[src/rtl/decode_table.sv]
// Shared decode definitions for the execute stage and its neighbours.
//   alu_sel_t  : result-group select produced by the decoder
//   alu_op_t   : operation within a result group
//   ZERO_WORD  : all-zero datapath word
//   ex_mem_t   : EX/MEM pipeline register contents, also read by the mem stage
package decode_table;

  localparam int unsigned EX_DATA_W = 32;
  localparam int unsigned EX_ADDR_W = 5;

  localparam logic [EX_DATA_W-1:0] ZERO_WORD = '0;

  typedef enum logic [2:0] {
    RES_NOP   = 3'b000,
    RES_LOGIC = 3'b001,
    RES_SHIFT = 3'b010,
    RES_MOVE  = 3'b011,
    RES_ARITH = 3'b100
  } alu_sel_t;

  typedef enum logic [7:0] {
    NOP_OP  = 8'b0000_0000,
    SRL_OP  = 8'b0000_0010,
    SRA_OP  = 8'b0000_0011,
    MOVZ_OP = 8'b0000_1010,
    MOVN_OP = 8'b0000_1011,
    MFHI_OP = 8'b0001_0000,
    MTHI_OP = 8'b0001_0001,
    MFLO_OP = 8'b0001_0010,
    MTLO_OP = 8'b0001_0011,
    ADD_OP  = 8'b0010_0000,
    AND_OP  = 8'b0010_0100,
    OR_OP   = 8'b0010_0101,
    XOR_OP  = 8'b0010_0110,
    NOR_OP  = 8'b0010_0111,
    LUI_OP  = 8'b0101_1100,
    SLL_OP  = 8'b0111_1100
  } alu_op_t;

  typedef struct packed {
    logic                 valid;
    logic                 wreg;
    logic [EX_ADDR_W-1:0] waddr;
    logic [EX_DATA_W-1:0] wdata;
  } ex_mem_t;

endpackage

[src/rtl/ex_stage_hilo.sv]
// HI/LO special-register pair.
//   clk, rst        : clock, synchronous active-high reset (clears both)
//   stall           : hold both registers regardless of write enables
//   we_hi, we_lo    : write enables
//   wdata_hi/lo     : write data
//   hi, lo          : current register contents
module hilo_reg #(
  parameter int unsigned DATA_W = 32
) (
  input  logic              clk,
  input  logic              rst,
  input  logic              stall,
  input  logic              we_hi,
  input  logic              we_lo,
  input  logic [DATA_W-1:0] wdata_hi,
  input  logic [DATA_W-1:0] wdata_lo,
  output logic [DATA_W-1:0] hi,
  output logic [DATA_W-1:0] lo
);

  always_ff @(posedge clk) begin
    if (rst) begin
      hi <= '0;
      lo <= '0;
    end else if (!stall) begin
      if (we_hi) hi <= wdata_hi;
      if (we_lo) lo <= wdata_lo;
    end
  end

endmodule

[src/rtl/ex_stage.sv]
// Execute stage of the 5-stage MIPS pipeline.
//   clk, rst           : clock, synchronous active-high reset
//   stall, flush       : hazard control (flush beats stall)
//   in_valid           : decoder slot holds a real instruction
//   alu_sel, alu_op    : result group and operation from the decoder
//   op_a, op_b         : operands (op_a carries shamt for shifts)
//   wreg_in, waddr_in  : GPR write request and destination
//   out_valid, wreg_out, waddr_out, wdata_out : EX/MEM register
//   hi_out, lo_out     : current HI/LO contents
module ex_stage
  import decode_table::*;
#(
  parameter int unsigned DATA_W     = 32,
  parameter int unsigned REG_ADDR_W = 5
) (
  input  logic                  clk,
  input  logic                  rst,
  input  logic                  stall,
  input  logic                  flush,
  input  logic                  in_valid,
  input  alu_sel_t              alu_sel,
  input  alu_op_t               alu_op,
  input  logic [DATA_W-1:0]     op_a,
  input  logic [DATA_W-1:0]     op_b,
  input  logic                  wreg_in,
  input  logic [REG_ADDR_W-1:0] waddr_in,
  output logic                  out_valid,
  output logic                  wreg_out,
  output logic [REG_ADDR_W-1:0] waddr_out,
  output logic [DATA_W-1:0]     wdata_out,
  output logic [DATA_W-1:0]     hi_out,
  output logic [DATA_W-1:0]     lo_out
);

  logic [DATA_W-1:0] result;
  logic              wreg_c;
  logic              is_mthi;
  logic              is_mtlo;
  logic              we_hi;
  logic              we_lo;
  ex_mem_t           ex_mem;

  always_comb begin
    result  = ZERO_WORD;
    wreg_c  = wreg_in;
    is_mthi = 1'b0;
    is_mtlo = 1'b0;
    case (alu_sel)
      RES_LOGIC: begin
        case (alu_op)
          OR_OP:   result = op_a | op_b;
          AND_OP:  result = op_a & op_b;
          XOR_OP:  result = op_a ^ op_b;
          NOR_OP:  result = ~(op_a | op_b);
          LUI_OP:  result = {op_b[15:0], 16'h0000};
          default: wreg_c = 1'b0;
        endcase
      end
      RES_SHIFT: begin
        case (alu_op)
          SLL_OP:  result = op_b << op_a[4:0];
          SRL_OP:  result = op_b >> op_a[4:0];
          SRA_OP:  result = $signed(op_b) >>> op_a[4:0];
          default: wreg_c = 1'b0;
        endcase
      end
      RES_ARITH: begin
        case (alu_op)
          ADD_OP:  result = op_a + op_b;
          default: wreg_c = 1'b0;
        endcase
      end
      RES_MOVE: begin
        case (alu_op)
          MFHI_OP: result = hi_out;
          MFLO_OP: result = lo_out;
          MOVN_OP: begin
            result = op_a;
            wreg_c = wreg_in & (op_b != ZERO_WORD);
          end
          MOVZ_OP: begin
            result = op_a;
            wreg_c = wreg_in & (op_b == ZERO_WORD);
          end
          MTHI_OP: begin
            wreg_c  = 1'b0;
            is_mthi = 1'b1;
          end
          MTLO_OP: begin
            wreg_c  = 1'b0;
            is_mtlo = 1'b1;
          end
          default: wreg_c = 1'b0;
        endcase
      end
      default: wreg_c = 1'b0;
    endcase
  end

  // Stall gating lives in hilo_reg; flush suppresses the write here so a
  // flushed MTHI/MTLO never lands even when stall is also asserted.
  assign we_hi = in_valid & ~flush & is_mthi;
  assign we_lo = in_valid & ~flush & is_mtlo;

  hilo_reg #(.DATA_W(DATA_W)) u_hilo (
    .clk      (clk),
    .rst      (rst),
    .stall    (stall),
    .we_hi    (we_hi),
    .we_lo    (we_lo),
    .wdata_hi (op_a),
    .wdata_lo (op_a),
    .hi       (hi_out),
    .lo       (lo_out)
  );

  always_ff @(posedge clk) begin
    if (rst || flush) begin
      ex_mem <= '0;
    end else if (!stall) begin
      if (in_valid) begin
        ex_mem.valid <= 1'b1;
        ex_mem.wreg  <= wreg_c;
        ex_mem.waddr <= waddr_in;
        ex_mem.wdata <= result;
      end else begin
        ex_mem <= '0;
      end
    end
  end

  assign out_valid = ex_mem.valid;
  assign wreg_out  = ex_mem.wreg;
  assign waddr_out = ex_mem.waddr;
  assign wdata_out = ex_mem.wdata;

endmodule

[config.mk]
export PLATFORM = sky130hd
export DESIGN_NAME = ex_stage
export DESIGN_NICKNAME = d
export VERILOG_FILES = /design/src/rtl/decode_table.sv /design/src/rtl/ex_stage_hilo.sv /design/src/rtl/ex_stage.sv
export SDC_FILE = /design/constraint.sdc
export NUM_CORES = 1
export LEC_CHECK = 0
export BUFFER_PORTS_ARGS = -buffer_cell sky130_fd_sc_hd__buf_2
export CAP_MARGIN = 15
export CORE_MARGIN = 3
export CORE_UTILIZATION = 37
export CTS_BUF_LIST = sky130_fd_sc_hd__clkbuf_4
export DETAILED_ROUTE_END_ITERATION = 10
export PLACE_DENSITY = 0.56
export SYNTH_ARGS = -nofsm -noshare
export SYNTH_HDL_FRONTEND = slang
export SYNTH_SLANG_ARGS = --single-unit
[constraint.sdc]
create_clock -name clk -period 5.88 [get_ports clk]
set_input_delay 0.294 -clock clk [delete_from_list [all_inputs] [get_ports clk]]
set_output_delay 0.294 -clock clk [all_outputs]
set_load 0.05 [all_outputs]
==> qor.yml <==
timing:
  slew_headroom_pct: 32.40
  setup-tns-final_ps: 0
  hold-worst-slack_ps: 44.35
  rsz0062_at_grt: "false"
  finalSetupViolCount: 0
  period_share_pct: 56.85
  final-hold-violation-count: 0
  worst_slew_pin_slew_ps: 1014
  period_minus_slack_ps: 3343
  slew_viol_final: 0
  skew_ps: 21.41
  fmax_mhz: 299.2
cts:
  cts_sinks: 103
  numCtsBuffers: 9
  root_buffer: "clkbuf_4"
  clk_pin_slew_ps: 170
  post_cts_buffers: 0
  cts_tree: "built"
  cts_resized: 0
  htree_levels: 3
  clock_latency_ps: 530
  postCtsHoldBufs: 9
  cts_buffer_depth: 2
synth:
  yosysMostFrequentCell: "nand2_1"
  synth_area_sq_um: 12600
  synth_top_area_share_pct: 16.37
  synthTopCellsByCount: "nand2_1, a21oi_1, nor2_1"
  yosys.area.top_type: "dfxtp_1"
  ys_top_cells_by_area: "dfxtp_1, nand2_1, mux4_2"
  synth_ff_type: "dfxtp_1"
  synth_seq_cells: 103
  synth_nets: 1824
  synth_edf_count: 0
  yosys_warnings: 0
  synth_cells: 1672
  synth-async-reset-ratio_pct: 0
  yosysUniqueCellTypes: 82
  avgSynthCellArea_sq_um: 7.534
  yosysSeqAreaShare_pct: 16.37
global_routing:
  met1_usage_pct: 43.85
  grtUsageMet3_pct: 4.651
  grt_pass1_wl_mm: 87.27
  grt_usage_pct: 31.61
  gr-total-overflow: 0
  grt_max_degree: 68
  met2_usage_pct: 49.93
  top_usage_layer: "met2"
  grt_pass1_vias: 13020
  antenna_found_initial: 1
place:
  finalWeightedCongestion: 0.9922
  port_buffers: 188
  dp.cells: 2161
  hpwlAfterDp_mm: 43.16
drt:
  vias_per_cell: 6.450
  drt_pass1_iterations: 9
  drtIter0Drc: 1905
  postRouteAntennaNets: 0
  drt-total-wl_mm: 58.92
  wl_per_cell_microns: 26.93
  via_count: 14110
  drc: 0
finish:
  final_nets: 1892
  area_growth_pct: 8.969
  register_area_sq_um: 2062
  drive_gt1_share_pct: 18.51
  stdcell_count: 2188
  multiInputGateArea_sq_um: 9458
  fill_cells: 3512
setup_path:
  startpoint_type: "input pin"
  critical_path_required_ps: 6340
  crit_arrival_ps: 3800
  criticalPathCategory: "input pin to register"
  critPathCaptureType: "register"
  crit_path_max_fanout: 57
floorplan:
  io_pins: 189
  die_h_microns: 190.5
  die_w_microns: 190.5
  rows: 66
  core_area_sq_um: 33030
  initial_core_util_pct: 38.14
  die-area_sq_um: 36300
power_and_ir_drop:
  ir_drop_uv: 91.47
  power_density_nw_per_um2: 136.7
  leakage_nw: 5.507
job:
  maxCapViolations: 0
min_path:
  worstHoldPathType: "input pin to register"
outcome:
  status: "finished, final reports clean"
[cells in the final DEF, fill, tap and decap left out, drive strengths merged, types with 10 or more instances in the layout]
cell / netlist / final
nor4: 16 / 16
and2: 10 / 10
a211oi: 21 / 21
nor3: 21 / 21
and3: 13 / 13
nand3: 26 / 26
nand2: 291 / 291
mux4: 59 / 59
mux2i: 89 / 89
a21oi: 179 / 179
a222oi: 31 / 31
dfxtp: 103 / 103
o21a: 10 / 10
nand4: 10 / 10
a21o: 16 / 16
a221oi: 23 / 23
a32oi: 13 / 13
xor2: 19 / 19
a22oi: 10 / 10
o211ai: 19 / 19
a31oi: 19 / 19
o21ai: 86 / 86
nor2: 104 / 104
buf: 69 / 216
ha: 65 / 65
o221ai: 24 / 24
mux2: 20 / 20
inv: 72 / 74
xnor2: 31 / 31
[layout make-up]
cell class	count	area share, %
Clock inverter	7	0.3373
Timing Repair Buffer	225	9.106
Inverter	76	2.096
Tap cell	442	4.029
Multi-Input combinational cell	1325	68.90
Clock buffer	9	0.4922
Sequential cell	103	15.02
Antenna cell	1	0.01823
[power breakdown]
part | total, W | switching, W | internal [W]
Combinational | 0.000813 | 0.000520 | 0.000293
Sequential | 0.000700 | 0.000000431 | 0.000700
Clock | 0.000363 | 0.000276 | 0.0000872
Total | 0.00188 | 0.000797 | 0.00108
[critical path: stages]
cell and delay, ps:
buf_4 640, inv_2 320, fa_1 530, nor2b_1 210, o31ai_1 110, a211oi_1 380, o21ai_0 350, a31o_2 360
a31oi_1 170, mux2_2 360, o21ai_1 70
[registers in the layout, summed over array words and instances, names as in the netlist]
register / flops
wdata_out: 32
out_valid: 1
u_hilo.lo: 32
wreg_out: 1
waddr_out: 5
u_hilo.hi: 32
[logic make-up (layout without fill, tap and decap cells)]
family	Yosys count	in the layout	synth area share, %
and+or+nand+nor	540	540	18.98
AOI/OAI and AO/OA	501	501	26.18
buffers and inverters	244	317	8.611
muxes	168	168	19.77
DFF	103	103	16.37
adders and majority gates	66	66	6.615
xor gates and xnor gates	50	50	3.476
other	0	1	0
[path summary, 6_finish.rpt]
path,from,end,slack [ps],depth (start not counted)
setup / recovery,op_a[1],wdata_out[28],2540,11
hold / removal,op_a[8],u_hilo.lo[8],40,3
setup reg to reg,u_hilo.hi[18],wdata_out[18],3800,5
hold reg to reg,wreg_out,wreg_out,470,2
[metrics by stage]
stage               util, %  instance area [sq um]  setup WS, ps  power [W]
floorplan                 -                  12600          2795   0.001260
CTS                   41.52                  13710          2677   0.001867
finish                41.56                  13730          2537   0.001876
global route          41.56                  13730          2414   0.001967
detailed placement    40.90                  13510          2111   0.001499
global placement      40.90                  13510          2126   0.001500
[layer usage]
metal / part of all wire (%) / vias to the layer above / wire, microns
li1: - / 6295 / -
met2: 45 / 815 / 26250
met5: 0 / - / 0
met3: 8.6 / 128 / 5089
met4: 4.6 / 0 / 2696
met1: 42 / 6874 / 24880
No activity file was read; power rests on OpenSTA's default activity.
